==> src/rtl/ext_mem_arbiter_if.sv <==
`default_nettype none
// ============================================================================
// Module   : ext_mem_arbiter_if
// Brief    : Core-side request/response and external-bus signals of the arbiter
// Revision : 1.0 - initial release
// ============================================================================
interface ext_mem_arbiter_if;
  logic        pm_req;
  logic [15:0] pm_add;
  logic        dm_req;
  logic [15:0] dm_add;
  logic        wrb;
  logic [15:0] dm_wdata;
  logic [15:0] ext_rdata;
  logic        ext_rdy;
  logic [15:0] ext_add;
  logic [15:0] ext_wdata;
  logic        ext_rd;
  logic        ext_wr;
  logic [15:0] pm_rdata;
  logic [15:0] dm_rdata;
  logic        stall;

  modport slave (
    input  pm_req, pm_add, dm_req, dm_add, wrb, dm_wdata, ext_rdata, ext_rdy,
    output ext_add, ext_wdata, ext_rd, ext_wr, pm_rdata, dm_rdata, stall
  );

  modport master (
    output pm_req, pm_add, dm_req, dm_add, wrb, dm_wdata, ext_rdata, ext_rdy,
    input  ext_add, ext_wdata, ext_rd, ext_wr, pm_rdata, dm_rdata, stall
  );
endinterface
`default_nettype wire

==> src/rtl/ext_mem_arbiter.sv <==
`default_nettype none
// ============================================================================
// Module   : ext_mem_arbiter
// Brief    : Arbitrates program/data fetches onto one wait-stated external bus
// Revision : 1.0 - initial release
// ============================================================================
module ext_mem_arbiter #(
  parameter logic [3:0] WAIT_STATES = 4'd2
) (
  input wire             clk,
  input wire             rst,
  ext_mem_arbiter_if.slave bus
);

  typedef enum logic [1:0] {
    S_IDLE   = 2'd0,
    S_DM_ACC = 2'd1,
    S_PM_ACC = 2'd2,
    S_DONE   = 2'd3
  } state_t;

  state_t      r_state;
  state_t      w_state_nxt;
  logic [3:0]  r_wait_cnt;
  logic        r_pm_pend;
  logic [15:0] r_ext_add;
  logic [15:0] r_ext_wdata;
  logic        r_ext_rd;
  logic        r_ext_wr;
  logic [15:0] r_pm_rdata;
  logic [15:0] r_dm_rdata;

  logic w_dm_ext;
  logic w_pm_ext;
  logic w_acc_done;
  logic w_load_dm;
  logic w_load_pm;
  logic w_stall;

  // Addresses with a nonzero top nibble live off-chip.
  assign w_dm_ext   = bus.dm_req & (bus.dm_add[15:12] != 4'h0);
  assign w_pm_ext   = bus.pm_req & (bus.pm_add[15:12] != 4'h0);
  assign w_acc_done = (r_wait_cnt == 4'd0) & bus.ext_rdy;

  always_comb begin
    w_state_nxt = r_state;
    w_load_dm   = 1'b0;
    w_load_pm   = 1'b0;
    case (r_state)
      S_IDLE: begin
        if (w_dm_ext) begin
          w_state_nxt = S_DM_ACC;
          w_load_dm   = 1'b1;
        end else if (w_pm_ext) begin
          w_state_nxt = S_PM_ACC;
          w_load_pm   = 1'b1;
        end
      end
      S_DM_ACC: begin
        if (w_acc_done) begin
          if (r_pm_pend) begin
            w_state_nxt = S_PM_ACC;
            w_load_pm   = 1'b1;
          end else begin
            w_state_nxt = S_DONE;
          end
        end
      end
      S_PM_ACC: begin
        if (w_acc_done) begin
          w_state_nxt = S_DONE;
        end
      end
      S_DONE:  w_state_nxt = S_IDLE;
      default: w_state_nxt = S_IDLE;
    endcase
  end

  always_comb begin
    w_stall = 1'b1;
    if (rst) begin
      w_stall = 1'b1;
    end else if ((r_state == S_DM_ACC) || (r_state == S_PM_ACC)) begin
      w_stall = 1'b0;
    end else if ((r_state == S_IDLE) && (w_dm_ext || w_pm_ext)) begin
      w_stall = 1'b0;
    end
  end

  always_ff @(posedge clk) begin
    if (rst) begin
      r_state     <= S_IDLE;
      r_wait_cnt  <= 4'd0;
      r_pm_pend   <= 1'b0;
      r_ext_add   <= 16'h0000;
      r_ext_wdata <= 16'h0000;
      r_ext_rd    <= 1'b0;
      r_ext_wr    <= 1'b0;
      r_pm_rdata  <= 16'h0000;
      r_dm_rdata  <= 16'h0000;
    end else begin
      r_state <= w_state_nxt;

      if (w_load_dm) begin
        r_wait_cnt  <= WAIT_STATES;
        r_pm_pend   <= w_pm_ext;
        r_ext_add   <= bus.dm_add;
        r_ext_wdata <= bus.dm_wdata;
        r_ext_rd    <= ~bus.wrb;
        r_ext_wr    <= bus.wrb;
      end else if (w_load_pm) begin
        r_wait_cnt  <= WAIT_STATES;
        r_pm_pend   <= 1'b0;
        r_ext_add   <= bus.pm_add;
        r_ext_wdata <= 16'h0000;
        r_ext_rd    <= 1'b1;
        r_ext_wr    <= 1'b0;
      end else begin
        if ((w_state_nxt == S_DONE) || (w_state_nxt == S_IDLE)) begin
          r_ext_add   <= 16'h0000;
          r_ext_wdata <= 16'h0000;
          r_ext_rd    <= 1'b0;
          r_ext_wr    <= 1'b0;
          r_pm_pend   <= 1'b0;
        end
        if (r_wait_cnt != 4'd0) begin
          r_wait_cnt <= r_wait_cnt - 4'd1;
        end
      end

      // Write completions leave dm_rdata untouched.
      if ((r_state == S_DM_ACC) && w_acc_done && !r_ext_wr) begin
        r_dm_rdata <= bus.ext_rdata;
      end
      if ((r_state == S_PM_ACC) && w_acc_done) begin
        r_pm_rdata <= bus.ext_rdata;
      end
    end
  end

  assign bus.ext_add   = r_ext_add;
  assign bus.ext_wdata = r_ext_wdata;
  assign bus.ext_rd    = r_ext_rd;
  assign bus.ext_wr    = r_ext_wr;
  assign bus.pm_rdata  = r_pm_rdata;
  assign bus.dm_rdata  = r_dm_rdata;
  assign bus.stall     = w_stall;

endmodule
`default_nettype wire
==> src/flat_wrapper.sv <==
// flat-port wrapper written by rule: the top's interface ports become plain ports
module ext_mem_arbiter_flat 
#(
  parameter logic [3:0] WAIT_STATES = 4'd2
)
  (clk, rst, bus_pm_req, bus_pm_add, bus_dm_req, bus_dm_add, bus_wrb, bus_dm_wdata, bus_ext_rdata, bus_ext_rdy, bus_ext_add, bus_ext_wdata, bus_ext_rd, bus_ext_wr, bus_pm_rdata, bus_dm_rdata, bus_stall);
  ext_mem_arbiter_if bus_i ();
  input wire clk;
  input wire rst;
  input wire logic [$bits(bus_i.pm_req)-1:0] bus_pm_req;
  input wire logic [$bits(bus_i.pm_add)-1:0] bus_pm_add;
  input wire logic [$bits(bus_i.dm_req)-1:0] bus_dm_req;
  input wire logic [$bits(bus_i.dm_add)-1:0] bus_dm_add;
  input wire logic [$bits(bus_i.wrb)-1:0] bus_wrb;
  input wire logic [$bits(bus_i.dm_wdata)-1:0] bus_dm_wdata;
  input wire logic [$bits(bus_i.ext_rdata)-1:0] bus_ext_rdata;
  input wire logic [$bits(bus_i.ext_rdy)-1:0] bus_ext_rdy;
  output wire logic [$bits(bus_i.ext_add)-1:0] bus_ext_add;
  output wire logic [$bits(bus_i.ext_wdata)-1:0] bus_ext_wdata;
  output wire logic [$bits(bus_i.ext_rd)-1:0] bus_ext_rd;
  output wire logic [$bits(bus_i.ext_wr)-1:0] bus_ext_wr;
  output wire logic [$bits(bus_i.pm_rdata)-1:0] bus_pm_rdata;
  output wire logic [$bits(bus_i.dm_rdata)-1:0] bus_dm_rdata;
  output wire logic [$bits(bus_i.stall)-1:0] bus_stall;
  assign bus_i.pm_req = bus_pm_req;
  assign bus_i.pm_add = bus_pm_add;
  assign bus_i.dm_req = bus_dm_req;
  assign bus_i.dm_add = bus_dm_add;
  assign bus_i.wrb = bus_wrb;
  assign bus_i.dm_wdata = bus_dm_wdata;
  assign bus_i.ext_rdata = bus_ext_rdata;
  assign bus_i.ext_rdy = bus_ext_rdy;
  assign bus_ext_add = bus_i.ext_add;
  assign bus_ext_wdata = bus_i.ext_wdata;
  assign bus_ext_rd = bus_i.ext_rd;
  assign bus_ext_wr = bus_i.ext_wr;
  assign bus_pm_rdata = bus_i.pm_rdata;
  assign bus_dm_rdata = bus_i.dm_rdata;
  assign bus_stall = bus_i.stall;
  ext_mem_arbiter #(.WAIT_STATES(WAIT_STATES)) u_core (.clk(clk), .rst(rst), .bus(bus_i));
endmodule
==> config.mk <==
export PLATFORM = sky130hd
export DESIGN_NAME = ext_mem_arbiter_flat
export DESIGN_NICKNAME = d
export VERILOG_FILES = /design/src/rtl/ext_mem_arbiter_if.sv /design/src/rtl/ext_mem_arbiter.sv /design/src/flat_wrapper.sv
export SDC_FILE = /design/constraint.sdc
export NUM_CORES = 1
export LEC_CHECK = 0
export CORE_MARGIN = 5
export CORE_UTILIZATION = 44
export DETAILED_ROUTE_END_ITERATION = 8
export PLACE_DENSITY = 0.82
export SETUP_SLACK_MARGIN = 0.5
export SLEW_MARGIN = 20
export SYNTH_ARGS = -nofsm -noshare
export SYNTH_HDL_FRONTEND = slang
export SYNTH_SLANG_ARGS = --single-unit
==> constraint.sdc <==
create_clock -name clk -period 3.95 [get_ports clk]
set_input_delay 0.5925 -clock clk [delete_from_list [all_inputs] [get_ports clk]]
set_output_delay 0.5925 -clock clk [all_outputs]
set_load 0.02 [all_outputs]
==> flow_metrics.tcl, run 1 <==
set metrics [dict create \
    status "finished, final reports clean" \
    grt_pass1_vias 2672 \
    clock.fmax_ghz 0.327 \
    hold_buffers 0 \
    viasPerCell 5.26 \
    grt_pass1_wl_um 12800 \
    io_pins 137 \
    cp-end-kind "output port" \
    gp_congestion 0.846 \
    path_cells "clkdlybuf4s50_1 > o41a_1 > nand2_1 > nand2_1 > o21bai_1 > clkdlybuf4s50_1" \
    finClkSkew_ns 0.0159 \
    first_pass_iters 4 \
    slew_headroom_pct 48.6 \
    cts.path.max_buffers 2 \
    worst_slew_pin_slew_ns 0.770 \
    syn2layout_area_growth_pct 54.0 \
    clkTransAtPathRegs_ns 0.08 \
    path_class "in -> out" \
    wl_met1_um 3610 \
    cts_resized 0 \
    place_area_sq_um 4300 \
    coreArea_sq_um 6390 \
    synthCells 331 \
    ir_drop_v 0.000322 \
    cts-root-buf "clkbuf_8" \
    die_w_um 91.4 \
    wl_per_cell_um 14.7 \
    powerDensity_nw_per_um2 551 \
    hold_class "reg -> reg" \
    routed-via-count 2849 \
    clk_latency_ns 0.35 \
    final_layout_size_suffix_gt1_share_pct 8.60 \
    period_share_pct 77.4 \
    netlist_area_sq_um 2910 \
    antenna_found_initial 0 \
    clock-sinks 73 \
    finalHoldViolations 0 \
    path_delay_family "buffers and inverters" \
    place_inst 526 \
    start_kind "input port" \
    utilization_pct 70.3 \
    dp.final_hpwl_um 5850 \
    worstPathArrival_ns 2.46 \
    die_area_sq_um 8350 \
    ys_seq_area_share_pct 50.2 \
    path_buf_inv 2 \
    routed.top_layer "met4" \
    yosys_warnings 0 \
    ys_ff_latch 73 \
    htreeDepth 3 \
    syn_nets 406 \
    gr-total-overflow 0 \
    finalMaxSlewViolations 0 \
    diodes 0 \
    std_cell_rows 29 \
    p_total_mw 2.47 \
    wl_met2_um 3630 \
    port_buffers 136 \
    wl_um 7960 \
    slowest_stage "clkdlybuf4s50_1" \
    start_util_pct 45.6 \
    cts_tree "built" \
    period_minus_slack_ns 3.06 \
    route.detailed.drc 0 \
    finalSetupViolCount 0 \
    rsz0062_at_grt "false" \
    die_h_um 91.4 \
    finalNonFillerCells 542 \
    avgSynthCellArea_sq_um 8.80 \
    postLayoutCellArea_sq_um 4490 \
    ys_types 39 \
    p_leak_nw 1.64 \
    setup_tns_ns 0 \
    grt_use_total_pct 18.5 \
    grt_max_degree 54 \
    max_stage_delay_ns 0.63 \
    route.met3.wl_um 607 \
    critPathMaxFanout 4 \
    postCtsSetupBuffers 0 \
    final_nets 535 \
    max-cap-violations 0 \
    numCtsBuffers 9 \
    ant_nets 0 \
    first_iter_violations 124 \
    cp.required_ns 3.36 \
]
[worst paths after layout]
check	startpoint	end	slack [ns]	cells past startpoint
worst max register to register	u_core.r_state[1]	u_core.bus.ext_wdata[15]	1.31	7
worst min register to register	u_core.bus.dm_rdata[0]	u_core.bus.dm_rdata[0]	0.45	2
worst min-delay path	u_core.bus.dm_rdata[0]	u_core.bus.dm_rdata[0]	0.45	2
worst max-delay path	bus_pm_add[13]	bus_stall	0.89	6
[logic make-up after synthesis]
kind of cell | synth area share (%)
AND/OR/NAND/NOR | 21.7
flip-flops | 50.2
adder cells (fa/ha/maj) | 2.15
AO/OA/AOI/OAI | 22.2
buffers and inverters | 3.44
XOR/XNOR | 0.301
[worst register-to-register path: cells and delay by family (launching register included)]
kind / cells / cell delay [ns]
simple gates: 2 / 0.82
compound gates: 2 / 0.68
flops: 1 / 0.41
xor+xnor: 1 / 0.31
fa+ha+maj: 1 / 0.27
buf+inv: 1 / 0.11
[where the power goes]
part	total, mW	switching, mW	internal [mW]
sequential	0.923	0.0703	0.852
clock	0.547	0.308	0.239
combinational	1.00	0.555	0.449
[Yosys cell counts (all sizes together)]
master	number	area, sq um
dfxtp	73	1460
a211oi	1	7.51
o311ai	1	8.76
o21bai	1	7.51
nand3b	1	7.51
o31ai	1	7.51
o21ai	2	10.0
o211ai	1	7.51
nand3	1	5.00
clkbuf	18	67.6
o41ai	1	8.76
and2	2	12.5
nor2	9	33.8
nand4	1	6.26
o22ai	16	100
a31oi	6	37.5
nand2	72	270
o2111ai	1	8.76
and3	18	113
nand2b	17	106
xnor2	1	8.76
nor2b	1	6.26
buf	3	21.3
a22o	17	169
a21oi	45	225
nor4	2	27.5
inv	3	11.3
or2	1	6.26
o41a	2	22.5
a32oi	1	8.76
ha	5	62.6
nor3b	1	18.8
a2111oi	1	8.76
nor3	4	20.0
o2bb2ai	1	8.76
[per-layer routing]
metal  GRT usage, %  vias to the layer above
li1               -                     1425
met1           24.3                     1305
met2           29.0                      108
met3           5.37                       11
met4           6.36                        0
met5              0                        -
[cell usage in the layout, fill, tap and decap left out, types with 2 or more instances in the layout]
cell type / count
inv_1: 3
buf_4: 3
nand2_1: 72
inv_6: 2
o22ai_1: 16
a21oi_1: 45
ha_1: 5
a31oi_1: 6
clkinvlp_4: 2
o21ai_0: 2
and3_1: 18
nand2b_1: 17
dfxtp_1: 73
clkbuf_8: 9
nor3_1: 4
clkinv_4: 2
clkdlybuf4s50_1: 135
o41a_1: 2
a22o_2: 16
nor2_1: 8
[stage by stage]
stage                     setup slack (ns)  hold WS [ns]
after detailed placement             0.764         0.447
after global placement               0.838         0.442
after global routing                 0.765         0.474
after CTS                            0.871         0.458
final                                0.893         0.455
after floorplan                       1.37         0.478
[flip-flops by register name, indices dropped and copies added, names as in the netlist]
signal,count
u_core.r_wait_cnt,4
u_core.bus.ext_add,16
u_core.bus.dm_rdata,16
u_core.bus.ext_wdata,16
u_core.bus.pm_rdata,16
u_core.bus.ext_wr,1
u_core.bus.ext_rd,1
u_core.r_state,2
u_core.r_pm_pend,1
[layout make-up]
type | instances | area (sq um)
Fill cell | 522 | 1900
Sequential cell | 73 | 1460
Timing Repair Buffer | 139 | 1380
Multi-Input combinational cell | 234 | 1350
Clock buffer | 9 | 124
Tap cell | 77 | 96.3
Clock inverter | 7 | 61.3
Inverter | 3 | 11.3
Power figures use the tool's default switching activity.
==> run 2, diff against run 1 <==
--- a/config.mk
+++ b/config.mk
@@ -6,9 +6,9 @@
 export NUM_CORES = 1
 export LEC_CHECK = 0
 export CORE_MARGIN = 5
-export CORE_UTILIZATION = 44
+export CORE_UTILIZATION = 41
 export DETAILED_ROUTE_END_ITERATION = 8
-export PLACE_DENSITY = 0.82
+export PLACE_DENSITY = 0.77
 export SETUP_SLACK_MARGIN = 0.5
 export SLEW_MARGIN = 20
 export SYNTH_ARGS = -nofsm -noshare
==> constraint.sdc (replaced) <==
create_clock -name clk -period 3.2 [get_ports clk]
set_input_delay 0.48 -clock clk [delete_from_list [all_inputs] [get_ports clk]]
set_output_delay 0.48 -clock clk [all_outputs]
set_load 0.02 [all_outputs]
==> run 2 against run 1 <==
Net effect:
- largest cell class unchanged
- critical path type unchanged
- non-clock buffer count up 4
- sequential power up 24%
- clock-buffer cell count up 1
==> flow_metrics.tcl, run 2 (synthesis gave the netlist of run 1 again) <==
set metrics [dict create \
    powerDensity_nw_per_um2 686 \
    path_delay_family "buffers and inverters" \
    clock-sinks 73 \
    slowest_stage "o41a_1" \
    power_frac_clock_pct 20.6 \
    slew_headroom_pct 47.6 \
    p_total_mw 3.11 \
    p_int_mw 1.98 \
    setup.worst_path.start "bus_pm_add[12]" \
    gr-total-overflow 0 \
    worst_slew_pin_slew_ns 0.785 \
    final_common_cell "clkdlybuf4s50_1" \
    grt_max_degree 42 \
    cts.path.max_buffers 2 \
    port_buffers 136 \
    final_cell_mix "clkdlybuf4s50_1 (134), dfxtp_1 (73), nand2_1 (72), a21oi_1 (45), and3_1 (18)" \
    critPathMaxFanout 4 \
    utilization_pct 66.0 \
    io_pins 137 \
    combinationalPowerShare_pct 42.8 \
    finalNonFillerCells 565 \
    grt_pass1_wl_um 12700 \
    worstPathArrival_ns 2.10 \
    max_stage_delay_ns 0.49 \
    path_cells "clkdlybuf4s50_1 > o41a_1 > nand2_1 > nand2_1 > o21bai_1 > dlygate4sd2_1" \
    final_layout_size_suffix_gt1_share_pct 9.38 \
    first_iter_violations 97 \
    die_area_sq_um 8890 \
    ir_drop_v 0.000367 \
    cpMostUsedCell "nand2_1" \
    diodes 0 \
    wl_per_cell_um 14.5 \
    reg2reg_from "u_core.r_state[1]" \
    p_leak_nw 1.66 \
    viasPerCell 5.03 \
    numCtsBuffers 9 \
    routed-via-count 2840 \
    setup_tns_ns 0 \
    period_minus_slack_ns 2.58 \
    fillCellCount 604 \
    r2r_slack_ns 0.87 \
    p_sw_mw 1.13 \
    die_w_um 94.3 \
    status "finished, final reports clean" \
    rsz0062_at_grt "false" \
    clkTransAtPathRegs_ns 0.07 \
    pwr-share-seq_pct 36.6 \
    std_cell_rows 30 \
    route.detailed.drc 0 \
    cp-end-kind "output port" \
    netSwitchingFraction_pct 36.4 \
    syn2layout_area_growth_pct 55.7 \
    start_util_pct 42.4 \
    die_h_um 94.3 \
    gp_congestion 0.788 \
    final_nets 539 \
    grt_pass1_vias 2670 \
    period_share_pct 80.6 \
    place_inst 547 \
    whs_endpoint "u_core.bus.dm_rdata[13]" \
    clock.fmax_ghz 0.388 \
    holdPathStages 2 \
    finalSetupViolCount 0 \
    cp.required_ns 2.72 \
    antenna_found_initial 0 \
    dp.final_hpwl_um 5990 \
    ant_nets 0 \
    max-cap-violations 0 \
    wl_um 8180 \
    cts_tree "built" \
    hold_class "reg -> reg" \
    start_kind "input port" \
    coreArea_sq_um 6870 \
    reg2reg_depth 9 \
    finalHoldViolations 0 \
    first_pass_iters 4 \
    finalMaxSlewViolations 0 \
    cts-root-buf "clkbuf_8" \
    path_buf_inv 2 \
    finClkSkew_ns 0.00881 \
    path_class "in -> out" \
    htreeDepth 3 \
    hp-start "u_core.bus.dm_rdata[13]" \
    grt_use_total_pct 18.1 \
    reg2reg_to "u_core.bus.ext_wdata[6]" \
    clk_latency_ns 0.33 \
]
run 2: worst max path at each step:
stage,to,slack [ns],cells after the start
floorplan,bus_stall,0.85,6
global placement,bus_stall,0.36,6
detailed placement,bus_stall,0.36,6
CTS,bus_stall,0.62,6
global route,bus_stall,0.54,6
finish,bus_stall,0.62,6
run 2: area by class of cell:
cell class / instances / area (sq um) / area share (%)
inverter: 3 / 11.3 / 0.248
tap: 96 / 120 / 2.65
timing repair buffer: 143 / 1410 / 31.0
multi-input combinational: 234 / 1350 / 29.9
sequential: 73 / 1460 / 32.2
clock inverter: 6 / 42.5 / 0.938
clock buffer: 10 / 138 / 3.04
run 2: metrics by stage:
step / hold slack, ns / worst slack (ns) / area [sq um]
CTS: 0.456 / 0.624 / 4520
global placement: 0.442 / 0.362 / 4340
floorplan: 0.478 / 0.850 / 2910
finish: 0.455 / 0.621 / 4530
global route: 0.478 / 0.537 / 4530
detailed placement: 0.446 / 0.359 / 4340
run 2: what timing repair did:
item | CTS | global route
buffers inserted | 0 | 2
setup endpoints to repair | 1 | 16
pin swaps | 0 | 1
hold buffers | 0 | 0
resized for setup | 1 | 0
run 2: layer usage:
layer	GRT usage [%]	vias to the layer above	part of all wire, %
li1	-	1439	-
met5	0	-	0
met2	30.0	95	47
met1	22.5	1302	44
met4	4.69	0	0.67
met3	6.17	4	8.1
run 2: power groups by stage:
stage	logic [mW]	registers, mW	clock network [mW]
6_report	1.33	1.14	0.642
5_1_grt	1.44	1.16	0.711
4_1_cts	1.29	1.14	0.660
3_5_place_dp	1.29	1.15	0
3_3_place_gp	1.26	1.15	0
2_1_floorplan	0.617	1.30	0
run 2: worst min-delay path: stages (launching register included):
cell	delay, ns
dfxtp_1	0.31
nand2_1	0.05
a21oi_1	0.05
==> run 3, diff against run 2 <==
==> constraint.sdc (replaced) <==
create_clock -name clk -period 2.4 [get_ports clk]
set_input_delay 0.36 -clock clk [delete_from_list [all_inputs] [get_ports clk]]
set_output_delay 0.36 -clock clk [all_outputs]
set_load 0.02 [all_outputs]
==> run 3 against run 2 <==
Net effect:
- sequential share of layout area decreased by 3.3 points
- global-route usage rose by 1.4 points
- sequential cell count stayed put
- core utilization rose by 8.5 points
- cell count rose by 4.2%
- design area rose by 13%
- register-to-register slack got worse by 0.46 ns
- die area stayed put
- critical path type is now reg -> reg
- largest power group unchanged
==> flow_metrics.tcl, run 3 (synthesis gave the netlist of run 1 again) <==
set metrics [dict create \
    reg2reg_depth 9 \
    finalNonFillerCells 589 \
    path_depth 9 \
    antenna_found_initial 0 \
    gr-total-overflow 0 \
    finClkSkew_ns 0.0128 \
    path_delay_family "simple AND/OR/NAND/NOR gates" \
    finalSetupViolCount 0 \
    grt_pass1_wl_um 13800 \
    status "finished, final reports clean" \
    ant_nets 0 \
    path_cells "inv_4 > ha_4 > nand2b_1 > o2bb2ai_2 > nor3_4 > xnor2_2 > nor3b_4 > buf_6 > a22o_2" \
    viasPerCell 5.14 \
    final_cell_mix "clkdlybuf4s50_1 (126), nand2_1 (68), dfxtp_1 (67), a21oi_1 (44), buf_4 (19)" \
    max-cap-violations 0 \
    std_cell_rows 30 \
    gp_congestion 0.837 \
    htreeDepth 3 \
    final_layout_size_suffix_gt1_share_pct 23.9 \
    numCtsBuffers 9 \
    start_kind "flip-flop" \
    grt_use_total_pct 19.6 \
    critPathMaxFanout 7 \
    slew_headroom_pct 60.8 \
    io_pins 137 \
    port_buffers 136 \
    holdWs_ns 0.380 \
    die_h_um 94.3 \
    wl_per_cell_um 16.3 \
    routed-via-count 3028 \
    cts-root-buf "clkbuf_8" \
    grt_max_degree 39 \
    period_minus_slack_ns 1.99 \
    clk_latency_ns 0.34 \
    die_area_sq_um 8890 \
    diodes 0 \
    cts_tree "built" \
    start_util_pct 42.4 \
    worst_slew_pin_slew_ns 0.588 \
    place_inst 558 \
    worstPathArrival_ns 2.28 \
    clock-sinks 73 \
    final_common_cell "clkdlybuf4s50_1" \
    final_nets 564 \
    coreArea_sq_um 6870 \
    route.detailed.drc 0 \
    dp.final_hpwl_um 6320 \
    max_stage_delay_ns 0.37 \
    first_pass_iters 4 \
    path_class "reg -> reg" \
    period_share_pct 83.1 \
    first_iter_violations 207 \
    rsz0062_at_grt "true" \
    grt_pass1_vias 2893 \
    clkTransAtPathRegs_ns 0.07 \
    cp.required_ns 2.69 \
    powerDensity_nw_per_um2 1030 \
    wl_um 9600 \
    holdPathStages 3 \
    syn2layout_area_growth_pct 75.8 \
    cts.path.max_buffers 2 \
    cp-end-kind "flip-flop" \
    path_buf_inv 2 \
    ir_drop_v 0.000508 \
    finalHoldViolations 0 \
    hold_class "in -> reg" \
    finalMaxSlewViolations 0 \
    die_w_um 94.3 \
    clock.fmax_ghz 0.502 \
    p_leak_nw 1.89 \
    slowest_stage "dfxtp_4" \
]
-- run 3: cell count changes in the layout (fill, tap and decap cells not counted), moves of 5 or more --
cell / before / now
buf_4: 7 / 19
clkdlybuf4s50_1: 134 / 126
buf_6: 0 / 9
o22ai_1: 16 / 3
o22ai_2: 0 / 13
dfxtp_1: 73 / 67
ha_1: 5 / 0
-- run 3: area by class of cell --
type	instances	area, sq um
clock inverters	5	80.1
inverters	3	16.3
flip-flops and latches	73	1480
well taps	96	120
multi-input cells	235	1650
fillers	506	1750
repair buffers	167	1640
clock buffers	10	138
-- run 3: worst paths after layout --
path,startpoint,end,slack [ns]
worst max-delay path,u_core.r_state[0],u_core.bus.ext_wdata[1],0.41
worst min-delay path,bus_pm_add[14],u_core.bus.ext_add[14],0.38
worst max register to register,u_core.r_state[0],u_core.bus.ext_wdata[1],0.41
worst min register to register,u_core.bus.pm_rdata[1],u_core.bus.pm_rdata[1],0.45
-- run 3: worst register-to-register path, delay by kind of cell (launching register included) --
family	cells	cell delay, ns
xor+xnor	1	0.19
fa+ha+maj	1	0.24
compound gates	2	0.36
buf+inv	2	0.29
simple gates	3	0.50
flops	1	0.37
-- run 3: report_power, final --
group          switching, mW  internal, mW
sequential             0.143          1.41
combinational           1.29          1.39
clock                  0.446         0.606
total                   1.87          3.41
-- run 3: through the flow --
stage                     setup TNS, ns  util [%]  setup slack [ns]  cell area [sq um]  total power [mW]
after floorplan                       0         -             0.316               2940              2.60
after global placement            -5.98      64.8            -0.324               4450              3.44
after detailed placement          -9.09      64.8            -0.440               4450              3.46
after CTS                             0      70.4             0.479               4840              4.71
after global routing                  0      74.5             0.284               5120              5.55
final                                 0      74.5             0.406               5120              5.28
-- run 3: routing by layer --
metal | share of wire [%] | vias up | global-route usage [%]
met4 | 1.2 | 0 | 5.66
met2 | 47 | 117 | 31.7
met5 | 0 | - | 0
met3 | 9.5 | 9 | 7.13
met1 | 42 | 1421 | 24.2
li1 | - | 1481 | -
-- run 3: repair_timing --
action | CTS | global route
buffers inserted | 7 | 6
cloned | 0 | 3
resized for setup | 50 | 48
endpoints found under the setup margin | 42 | 52
hold buffers | 0 | 0
pin swaps | 16 | 14
